File: src/rtl/mul_issue_if.sv
// Op request / result handshake between an issue stage and the multiply sequencer.
interface mul_issue_if #(
  parameter int XLEN = 64
);
  logic            in_valid;
  logic            in_ready;
  logic [2:0]      funct3;
  logic            is_word;
  logic [XLEN-1:0] rs1;
  logic [XLEN-1:0] rs2;
  logic            out_valid;
  logic            out_ready;
  logic [XLEN-1:0] result;
  logic            busy;

  modport master (
    output in_valid, funct3, is_word, rs1, rs2, out_ready,
    input  in_ready, out_valid, result, busy
  );

  modport slave (
    input  in_valid, funct3, is_word, rs1, rs2, out_ready,
    output in_ready, out_valid, result, busy
  );
endinterface

File: src/rtl/mul_issue_seq.sv
// RV64M multiply sequencer in front of the unsigned Karatsuba multiplier.
// Optional MUL_ZERO_BYPASS_EN: ops with a zero operand magnitude skip the multiplier.
//   state  | meaning
//   IDLE   | waiting for an op, in_ready high
//   LAUNCH | kmul_start pulse, magnitudes on kmul_a/kmul_b
//   WAIT   | masking stale done, then waiting for kmul_done
//   FIX    | sign-correct product and format result
//   RESP   | holding result until out_ready
module mul_issue_seq #(
  parameter int XLEN      = 64,
  parameter int DONE_MASK = 1
) (
  input  logic              clk,
  input  logic              rst_n,
  mul_issue_if.slave        io,
  output logic              kmul_start,
  output logic [XLEN-1:0]   kmul_a,
  output logic [XLEN-1:0]   kmul_b,
  input  logic              kmul_done,
  input  logic [2*XLEN-1:0] kmul_s
);

  localparam int MW = (DONE_MASK > 0) ? $clog2(DONE_MASK + 1) : 1;

  typedef enum logic [2:0] {
    ST_IDLE,
    ST_LAUNCH,
    ST_WAIT,
    ST_FIX,
    ST_RESP
  } state_t;

  state_t            state;
  logic [2:0]        op_f3;
  logic              op_word;
  logic              neg;
  logic [MW-1:0]     mask_cnt;
  logic [2*XLEN-1:0] prod;
  logic              in_ready_q;
  logic              busy_q;
  logic              out_valid_q;
  logic [XLEN-1:0]   result_q;

  logic              sgn_a;
  logic              sgn_b;
  logic [XLEN-1:0]   opnd_a;
  logic [XLEN-1:0]   opnd_b;
  logic [XLEN-1:0]   mag_a;
  logic [XLEN-1:0]   mag_b;
  logic              zero_op;
  logic [2*XLEN-1:0] fixed;
  logic [XLEN-1:0]   sel;

  // sgn_* already folds in signedness: set only for a signed operand that is negative
  always_comb begin
    sgn_a  = 1'b0;
    sgn_b  = 1'b0;
    opnd_a = io.rs1;
    opnd_b = io.rs2;
    if (io.is_word) begin
      opnd_a = {{(XLEN-32){1'b0}}, io.rs1[31:0]};
      opnd_b = {{(XLEN-32){1'b0}}, io.rs2[31:0]};
    end else begin
      case (io.funct3)
        3'b000, 3'b001: begin
          sgn_a = io.rs1[XLEN-1];
          sgn_b = io.rs2[XLEN-1];
        end
        3'b010:  sgn_a = io.rs1[XLEN-1];
        default: ;
      endcase
    end
    mag_a = sgn_a ? -opnd_a : opnd_a;
    mag_b = sgn_b ? -opnd_b : opnd_b;
  end

`ifdef MUL_ZERO_BYPASS_EN
  assign zero_op = (mag_a == '0) || (mag_b == '0);
`else
  assign zero_op = 1'b0;
`endif

  always_comb begin
    fixed = neg ? -prod : prod;
    if (op_word) begin
      sel = {{(XLEN-32){fixed[31]}}, fixed[31:0]};
    end else if (op_f3 == 3'b000) begin
      sel = fixed[XLEN-1:0];
    end else begin
      sel = fixed[2*XLEN-1:XLEN];
    end
  end

  always_ff @(posedge clk or negedge rst_n) begin
    if (!rst_n) begin
      state       <= ST_IDLE;
      in_ready_q  <= 1'b1;
      busy_q      <= 1'b0;
      out_valid_q <= 1'b0;
      result_q    <= '0;
      kmul_start  <= 1'b0;
      kmul_a      <= '0;
      kmul_b      <= '0;
      op_f3       <= '0;
      op_word     <= 1'b0;
      neg         <= 1'b0;
      mask_cnt    <= '0;
      prod        <= '0;
    end else begin
      kmul_start <= 1'b0;
      case (state)
        ST_IDLE: begin
          if (io.in_valid) begin
            op_f3      <= io.funct3;
            op_word    <= io.is_word;
            neg        <= sgn_a ^ sgn_b;
            kmul_a     <= mag_a;
            kmul_b     <= mag_b;
            in_ready_q <= 1'b0;
            busy_q     <= 1'b1;
            if (zero_op) begin
              prod  <= '0;
              state <= ST_FIX;
            end else begin
              kmul_start <= 1'b1;
              state      <= ST_LAUNCH;
            end
          end
        end
        ST_LAUNCH: begin
          mask_cnt <= MW'(DONE_MASK);
          state    <= ST_WAIT;
        end
        // a done level left over from the previous op must not be taken as this op's done
        ST_WAIT: begin
          if (mask_cnt != '0) begin
            mask_cnt <= mask_cnt - MW'(1);
          end else if (kmul_done) begin
            prod  <= kmul_s;
            state <= ST_FIX;
          end
        end
        ST_FIX: begin
          result_q    <= sel;
          out_valid_q <= 1'b1;
          state       <= ST_RESP;
        end
        ST_RESP: begin
          if (io.out_ready) begin
            out_valid_q <= 1'b0;
            in_ready_q  <= 1'b1;
            busy_q      <= 1'b0;
            state       <= ST_IDLE;
          end
        end
        default: state <= ST_IDLE;
      endcase
    end
  end

  assign io.in_ready  = in_ready_q;
  assign io.busy      = busy_q;
  assign io.out_valid = out_valid_q;
  assign io.result    = result_q;

endmodule

File: src/flat_wrapper.sv
// flat-port wrapper written by rule: the top's interface ports become plain ports
module mul_issue_seq_flat 
#(
  parameter int XLEN      = 64,
  parameter int DONE_MASK = 1
)
  (clk, rst_n, kmul_start, kmul_a, kmul_b, kmul_done, kmul_s, io_in_valid, io_funct3, io_is_word, io_rs1, io_rs2, io_out_ready, io_in_ready, io_out_valid, io_result, io_busy);
  mul_issue_if #(.XLEN(XLEN)) io_i ();
  input  logic clk;
  input  logic rst_n;
  output logic kmul_start;
  output logic [XLEN-1:0] kmul_a;
  output logic [XLEN-1:0] kmul_b;
  input  logic kmul_done;
  input  logic [2*XLEN-1:0] kmul_s;
  input wire logic [$bits(io_i.in_valid)-1:0] io_in_valid;
  input wire logic [$bits(io_i.funct3)-1:0] io_funct3;
  input wire logic [$bits(io_i.is_word)-1:0] io_is_word;
  input wire logic [$bits(io_i.rs1)-1:0] io_rs1;
  input wire logic [$bits(io_i.rs2)-1:0] io_rs2;
  input wire logic [$bits(io_i.out_ready)-1:0] io_out_ready;
  output wire logic [$bits(io_i.in_ready)-1:0] io_in_ready;
  output wire logic [$bits(io_i.out_valid)-1:0] io_out_valid;
  output wire logic [$bits(io_i.result)-1:0] io_result;
  output wire logic [$bits(io_i.busy)-1:0] io_busy;
  assign io_i.in_valid = io_in_valid;
  assign io_i.funct3 = io_funct3;
  assign io_i.is_word = io_is_word;
  assign io_i.rs1 = io_rs1;
  assign io_i.rs2 = io_rs2;
  assign io_i.out_ready = io_out_ready;
  assign io_in_ready = io_i.in_ready;
  assign io_out_valid = io_i.out_valid;
  assign io_result = io_i.result;
  assign io_busy = io_i.busy;
  mul_issue_seq #(.XLEN(XLEN), .DONE_MASK(DONE_MASK)) u_core (.clk(clk), .rst_n(rst_n), .io(io_i), .kmul_start(kmul_start), .kmul_a(kmul_a), .kmul_b(kmul_b), .kmul_done(kmul_done), .kmul_s(kmul_s));
endmodule
File: config.mk
export PLATFORM = sky130hd
export DESIGN_NAME = mul_issue_seq_flat
export DESIGN_NICKNAME = d
export VERILOG_FILES = /design/src/rtl/mul_issue_if.sv /design/src/rtl/mul_issue_seq.sv /design/src/flat_wrapper.sv
export SDC_FILE = /design/constraint.sdc
export NUM_CORES = 1
export LEC_CHECK = 0
export BUFFER_PORTS_ARGS = -buffer_cell sky130_fd_sc_hd__buf_2
export CAP_MARGIN = 20
export CORE_MARGIN = 10
export CORE_UTILIZATION = 35
export CTS_CLUSTER_SIZE = 14
export DETAILED_ROUTE_END_ITERATION = 12
export SETUP_SLACK_MARGIN = 0.15
export SLEW_MARGIN = 20
export SYNTH_ARGS = -nofsm -noshare
export SYNTH_HDL_FRONTEND = slang
export SYNTH_SLANG_ARGS = --single-unit
File: constraint.sdc
create_clock -name clk -period 3.5 [get_ports clk]
set_clock_uncertainty 0.1 [all_clocks]
set_input_delay 0.35 -clock clk [delete_from_list [all_inputs] [get_ports clk]]
set_output_delay 0.35 -clock clk [all_outputs]
set_load 0.02 [all_outputs]
==> results.py, run 1 <==
metrics = {
    "run_status": {
        "status": "completed",
    },
    "worst_setup_path": {
        "crit_path_start_kind": "register",
        "critical_path_arrival_ns": 3.71,
        "worst-setup-path-type": "reg2reg",
        "cp.required_ns": 3.91,
        "crit_path_max_fanout": 7,
        "end_kind": "register",
    },
    "drt": {
        "dr.first_iter.drc_count": 1983,
        "via_per_inst": 5.65,
        "wl_per_cell_um": 24.7,
        "via_count": 21200,
        "top_layer": "met5",
        "drc_errors": 0,
        "met3_length_um": 7800,
        "drtPass1Iterations": 6,
        "met1Wirelength_um": 37900,
        "wl_um": 92600,
        "postRouteAntennaNets": 0,
        "met2_length_um": 43000,
    },
    "synth": {
        "syn_inst": 2235,
        "synth.top_cell.area_share": 0.415,
        "async_reset_ff_frac": 1.00,
        "syn-num-nets": 2503,
        "avgSynthCellArea_um2": 8.95,
        "yosys_warnings": 0,
        "syn-cell-area_um2": 20000,
        "yosysUniqueCellTypes": 75,
        "synth_edf_count": 0,
        "ys.flop_type": "dfrtp_1",
        "synth_top_cell_by_area": "dfrtp_1",
        "ys_ff_latch": 333,
        "yosys-top-cells-area": "dfrtp_1 42%, mux2_2 7.4%, o21ai_0 5.4%, xnor2_1 4.9%, nand2_1 4.9%",
        "ys_seq_area_frac": 0.417,
    },
    "timing": {
        "finalMaxSlewViolations": 0,
        "worst_slew_pin_slew_ns": 0.781,
        "final-setup-viol-count": 0,
        "finalCriticalPeriod_ns": 3.30,
        "period_share": 0.942,
        "relSlewSlack": 0.475,
        "finalHoldViolCount": 0,
        "fmax_ghz": 0.303,
        "rsz0062_at_grt": "yes",
        "postLayoutSetupSlackWorst_ns": 0.204,
    },
    "clocking": {
        "cts.path.max_buffers": 3,
        "clkLatencyLatePin_ns": 0.58,
        "cts_made_buffers": 42,
        "cts_max_level": 2,
        "clk_pin_slew_ns": 0.06,
        "clock-sinks": 333,
        "cts_tree": "done",
        "root_buffer": "clkbuf_16",
    },
    "global_routing": {
        "grt_pass1_vias": 21500,
        "grt_use_total": 0.269,
        "antenna_found_initial": 17,
        "grt_start_max_net_pins": 78,
        "grt_pass1_wl_um": 139000,
        "overflow": 0,
    },
    "final_layout": {
        "utilization": 0.485,
        "layout_common_cells": "459 x buf_2, 331 x dfrtp_1, 260 x nand2_1",
        "areaGrowthSynthToFinish_pct": 36.9,
        "final_common_cell": "buf_2",
        "multiInputGateArea_um2": 11200,
        "nFillCells": 5470,
        "fin_nets": 3218,
        "drive_above_1_share": 0.299,
        "finish.instance_area_um2": 27400,
        "regArea_um2": 8340,
    },
    "worst_hold_path": {
        "hold_path.class": "in2reg",
    },
    "placed_design": {
        "port_buffers": 460,
        "routabilityCongestion": 0.988,
        "placed_area_um2": 24200,
        "hpwl_um": 71200,
        "dp_slack_ns": -0.00745,
    },
    "die": {
        "start_util": 0.354,
        "fp.dieH_um": 259,
        "die_x_um": 259,
        "dieArea_um2": 67100,
        "rows": 87,
        "io_pins": 461,
        "core_area_um2": 56500,
    },
    "power": {
        "p_per_area_nw_per_um2": 862,
        "p_leak_nw": 11.7,
        "peakVddDrop_v": 0.000466,
    },
    "flow_run": {
        "max_cap_violations": 0,
    },
}
## worst max-delay path, stage by stage (launching register included)
cell and delay (ns):
dfrtp_1 0.41, or4_4 0.55, or3_4 0.44, or4_4 0.55, o31a_1 0.34, o2111a_1 0.23, or4_1 0.46, a21oi_1 0.15
## final timing paths
kind / from / end / slack, ns / cells past startpoint
max: u_core.prod[13] / u_core.io.result[50] / 0.20 / 7
min: io_rs2[29] / u_core.kmul_b[29] / 0.02 / 3
max reg2reg: u_core.prod[13] / u_core.io.result[50] / 0.20 / 7
min reg2reg: u_core.kmul_b[4] / u_core.kmul_b[4] / 0.37 / 2
max in group asynchronous: rst_n / u_core.kmul_a[42] / 2.11 / 3
min in group asynchronous: rst_n / u_core.prod[17] / 0.29 / 2
## cell usage after synthesis, types with 23 or more instances
cell	number
dfrtp_1	332
or3_1	37
nand3_1	45
clkbuf_1	130
o31ai_1	45
o41ai_1	36
nand4_1	26
nor3_1	79
nand2_1	261
nor2_1	184
a31oi_1	23
a21oi_1	103
xor2_1	84
nor4_1	59
or4_1	47
o21ai_0	214
mux2_2	131
xnor2_1	112
## final cells by class
type | count | area share
Clock inverter | 17 | 0.00686
Inverter | 21 | 0.00288
Multi-Input combinational cell | 1744 | 0.409
Antenna cell | 11 | 0.00101
Sequential cell | 333 | 0.304
Tap cell | 756 | 0.0346
Clock buffer | 59 | 0.0437
Timing Repair Buffer | 808 | 0.198
## routing by layer
metal  global-route usage  up-vias
li1                     -     9679
met1                0.338    10300
met2                0.435      986
met3               0.0671      199
met4                0.107       20
met5                    0        -
## timing repair
action	in CTS	in global routing
hold buffers	162	0
pin swaps	0	1
hold endpoints to repair	233	0
gates resized for setup	3	17
buffers inserted	0	3
cloned	0	0
endpoints found under the setup margin	18	28
## state kept, by name, indices dropped and copies added, names as in the netlist
signal / cells
u_core.state: 3
u_core.io.busy: 1
u_core.op_f3: 3
u_core.io.in_ready: 1
u_core.neg: 1
u_core.mask_cnt: 1
u_core.io.out_valid: 1
u_core.kmul_a: 64
u_core.kmul_start: 1
u_core.op_word: 1
u_core.io.result: 64
u_core.prod: 128
u_core.kmul_b: 64
## where the power goes
part / total, mW / internal, mW / switching (mW) / leakage, nW
registers: 7.81 / 5.74 / 2.07 / 4.04
logic: 11.4 / 4.44 / 6.93 / 7.03
clock network: 4.42 / 2.61 / 1.81 / 0.664
## stage by stage
stage | hold slack (ns) | cells | setup TNS, ns | total power [mW]
global placement | 0.312 | 3497 | -0.0548 | 18.7
floorplan | -0.0456 | 2235 | 0 | 13.8
CTS | 0.000248 | 3735 | 0 | 23.6
finish | 0.0243 | 3749 | 0 | 23.6
global route | 0.0357 | 3741 | 0 | 25.0
detailed placement | 0.310 | 3497 | -0.00745 | 18.9
## cell families (layout without fill, tap and decap cells)
logic type | after synthesis | count (layout) | share of synthesized area
buf+inv | 158 | 905 | 0.0298
simple gates | 851 | 851 | 0.212
mux | 146 | 146 | 0.0819
xor+xnor | 196 | 196 | 0.0858
fa+ha+maj | 3 | 3 | 0.00188
flops | 333 | 333 | 0.417
compound gates | 548 | 548 | 0.172
other cells | 0 | 11 | 0
Note: power is estimated with default switching activity, not from simulation.
==> run 2, diff against run 1 <==
--- a/config.mk
+++ b/config.mk
@@ -7,10 +7,13 @@
 export LEC_CHECK = 0
 export BUFFER_PORTS_ARGS = -buffer_cell sky130_fd_sc_hd__buf_2
 export CAP_MARGIN = 20
+export CELL_PAD_IN_SITES_DETAIL_PLACEMENT = 2
+export CELL_PAD_IN_SITES_GLOBAL_PLACEMENT = 2
 export CORE_MARGIN = 10
-export CORE_UTILIZATION = 35
+export CORE_UTILIZATION = 33
 export CTS_CLUSTER_SIZE = 14
 export DETAILED_ROUTE_END_ITERATION = 12
+export PLACE_DENSITY_LB_ADDON = 0.1
 export SETUP_SLACK_MARGIN = 0.15
 export SLEW_MARGIN = 20
 export SYNTH_ARGS = -nofsm -noshare
==> run 2 against run 1 <==
Compared with the run above: power grew 4.0%; largest cell class unchanged; sequential power up 2%; flip-flop and latch count unchanged; critical endpoint is now u_core.io.result[45]; setup slack worse by 0.039 ns.
==> results.py, run 2 (same netlist as run 1, synthesis figures left out) <==
metrics = {
    "worst_hold_path": {
        "hold_path.startpoint": "io_rs1[15]",
        "hold_depth": 3,
        "hold_path.class": "in2reg",
    },
    "clocking": {
        "cts_made_buffers": 43,
        "root_buffer": "clkbuf_16",
        "clock-sinks": 333,
        "cts.path.max_buffers": 3,
        "cts_max_level": 2,
        "clkLatencyLatePin_ns": 0.59,
        "clk_pin_slew_ns": 0.06,
        "cts_tree": "done",
    },
    "drt": {
        "via_count": 21900,
        "drtPass1Iterations": 7,
        "dr.first_iter.drc_count": 1415,
        "wl_um": 110000,
        "wl_per_cell_um": 29.3,
        "drc_errors": 0,
        "postRouteAntennaNets": 0,
        "via_per_inst": 5.81,
    },
    "timing": {
        "finalHoldViolCount": 0,
        "hold_slack_ns": 0.0227,
        "rsz0062_at_grt": "yes",
        "period_share": 0.953,
        "final-setup-viol-count": 0,
        "relSlewSlack": 0.444,
        "finalMaxSlewViolations": 0,
        "postLayoutSetupSlackWorst_ns": 0.165,
        "finalCriticalPeriod_ns": 3.34,
        "fmax_ghz": 0.300,
        "worst_slew_pin_slew_ns": 0.832,
    },
    "die": {
        "fp.dieH_um": 266,
        "io_pins": 461,
        "die_x_um": 266,
        "start_util": 0.333,
        "core_area_um2": 60100,
        "rows": 90,
        "dieArea_um2": 70800,
    },
    "global_routing": {
        "grt_use_total": 0.303,
        "grt_pass1_wl_um": 163000,
        "grt_start_max_net_pins": 86,
        "antenna_found_initial": 35,
        "overflow": 0,
        "grt_pass1_vias": 24300,
    },
    "worst_setup_path": {
        "worstPathCellList": "or4_4, or3_4, or3_4, or3_1, o31ai_1, xor2_1, a21oi_1",
        "critical_path_arrival_ns": 3.67,
        "cp.required_ns": 3.83,
        "cp_top_family": "simple AND/OR/NAND/NOR gates",
        "end_kind": "register",
        "r2r_slack_ns": 0.16,
        "crit_path_start_kind": "register",
        "path_buf_inv": 0,
        "rr_worst_depth": 7,
        "slowest_delay_ns": 0.50,
        "worst-setup-path-type": "reg2reg",
        "cp.depth": 7,
        "cp_slowest_cell": "or4_4",
        "crit_path_max_fanout": 8,
        "cp_common_cell": "or3_4",
        "cp-startpoint": "u_core.prod[17]",
        "reg2reg_from": "u_core.prod[17]",
    },
    "flow_run": {
        "max_cap_violations": 0,
    },
    "final_layout": {
        "drive_above_1_share": 0.307,
        "layout_common_cells": "459 x buf_2, 330 x dfrtp_1, 260 x nand2_1",
        "nFillCells": 6555,
        "fin_nets": 3208,
        "areaGrowthSynthToFinish_pct": 37.7,
        "final_common_cell": "buf_2",
        "final_cells": 3774,
        "largest_register_ffs": 128,
        "regMostFlops": "u_core.prod",
    },
    "placed_design": {
        "hpwl_um": 80300,
        "dp_slack_ns": -0.407,
        "dp_cells": 3512,
        "routabilityCongestion": 0.947,
        "port_buffers": 460,
    },
    "run_status": {
        "status": "completed",
    },
    "power": {
        "p_total_mw": 24.6,
        "p_leak_nw": 11.8,
        "p_per_area_nw_per_um2": 892,
        "peakVddDrop_v": 0.000423,
    },
}
-- run 2: layer usage --
metal,wire length [µm],track usage
met1,44000,0.353
met2,55500,0.535
met3,6020,0.0579
met4,4760,0.129
met5,180,0
-- run 2: report_power, final --
| group | internal, mW | leakage, nW | total, mW | switching (mW) |
|---|---|---|---|---|
| combinational | 4.47 | 7.03 | 12.1 | 7.60 |
| clock | 2.60 | 0.681 | 4.52 | 1.92 |
| sequential | 5.74 | 4.04 | 7.96 | 2.22 |
-- run 2: cell type report --
| cell class | instances | area (µm²) | area share |
|---|---|---|---|
| antenna | 21 | 52.6 | 0.00191 |
| sequential | 333 | 8340 | 0.303 |
| timing repair buffer | 797 | 5310 | 0.193 |
| multi-input combinational | 1744 | 11400 | 0.414 |
| inverter | 21 | 78.8 | 0.00286 |
| clock buffer | 60 | 1230 | 0.0447 |
| clock inverter | 16 | 146 | 0.00532 |
| tap | 782 | 978 | 0.0355 |
-- run 2: final timing paths --
path,end
min,u_core.kmul_a[15]
min reg2reg,u_core.kmul_b[29]
max in group asynchronous,u_core.kmul_a[17]
min in group asynchronous,u_core.prod[20]
max reg2reg,u_core.io.result[45]
max,u_core.io.result[45]
-- run 2: timing repair --
item                                   4_1_cts  5_1_grt
endpoints found under the hold margin      229        0
setup buffers                                0        6
setup endpoints to repair                   22       43
gates resized for setup                     16       42
pin swaps                                    1        3
hold buffers                               159        0
-- run 2: worst min-delay path: cells and delay by family --
kind	cells	cell delay [ns]
xor gates and xnor gates	1	0.07
buffers and inverters	1	0.11
AOI/OAI and AO/OA	1	0.13
-- run 2: stage by stage --
stage	setup TNS [ns]	cell area, µm²	utilization
after floorplan	0	20000	-
after detailed placement	-0.497	24100	0.402
after global routing	0	27500	0.458
after CTS	0	27200	0.452
final	0	27500	0.458
after global placement	-0.406	24100	0.402
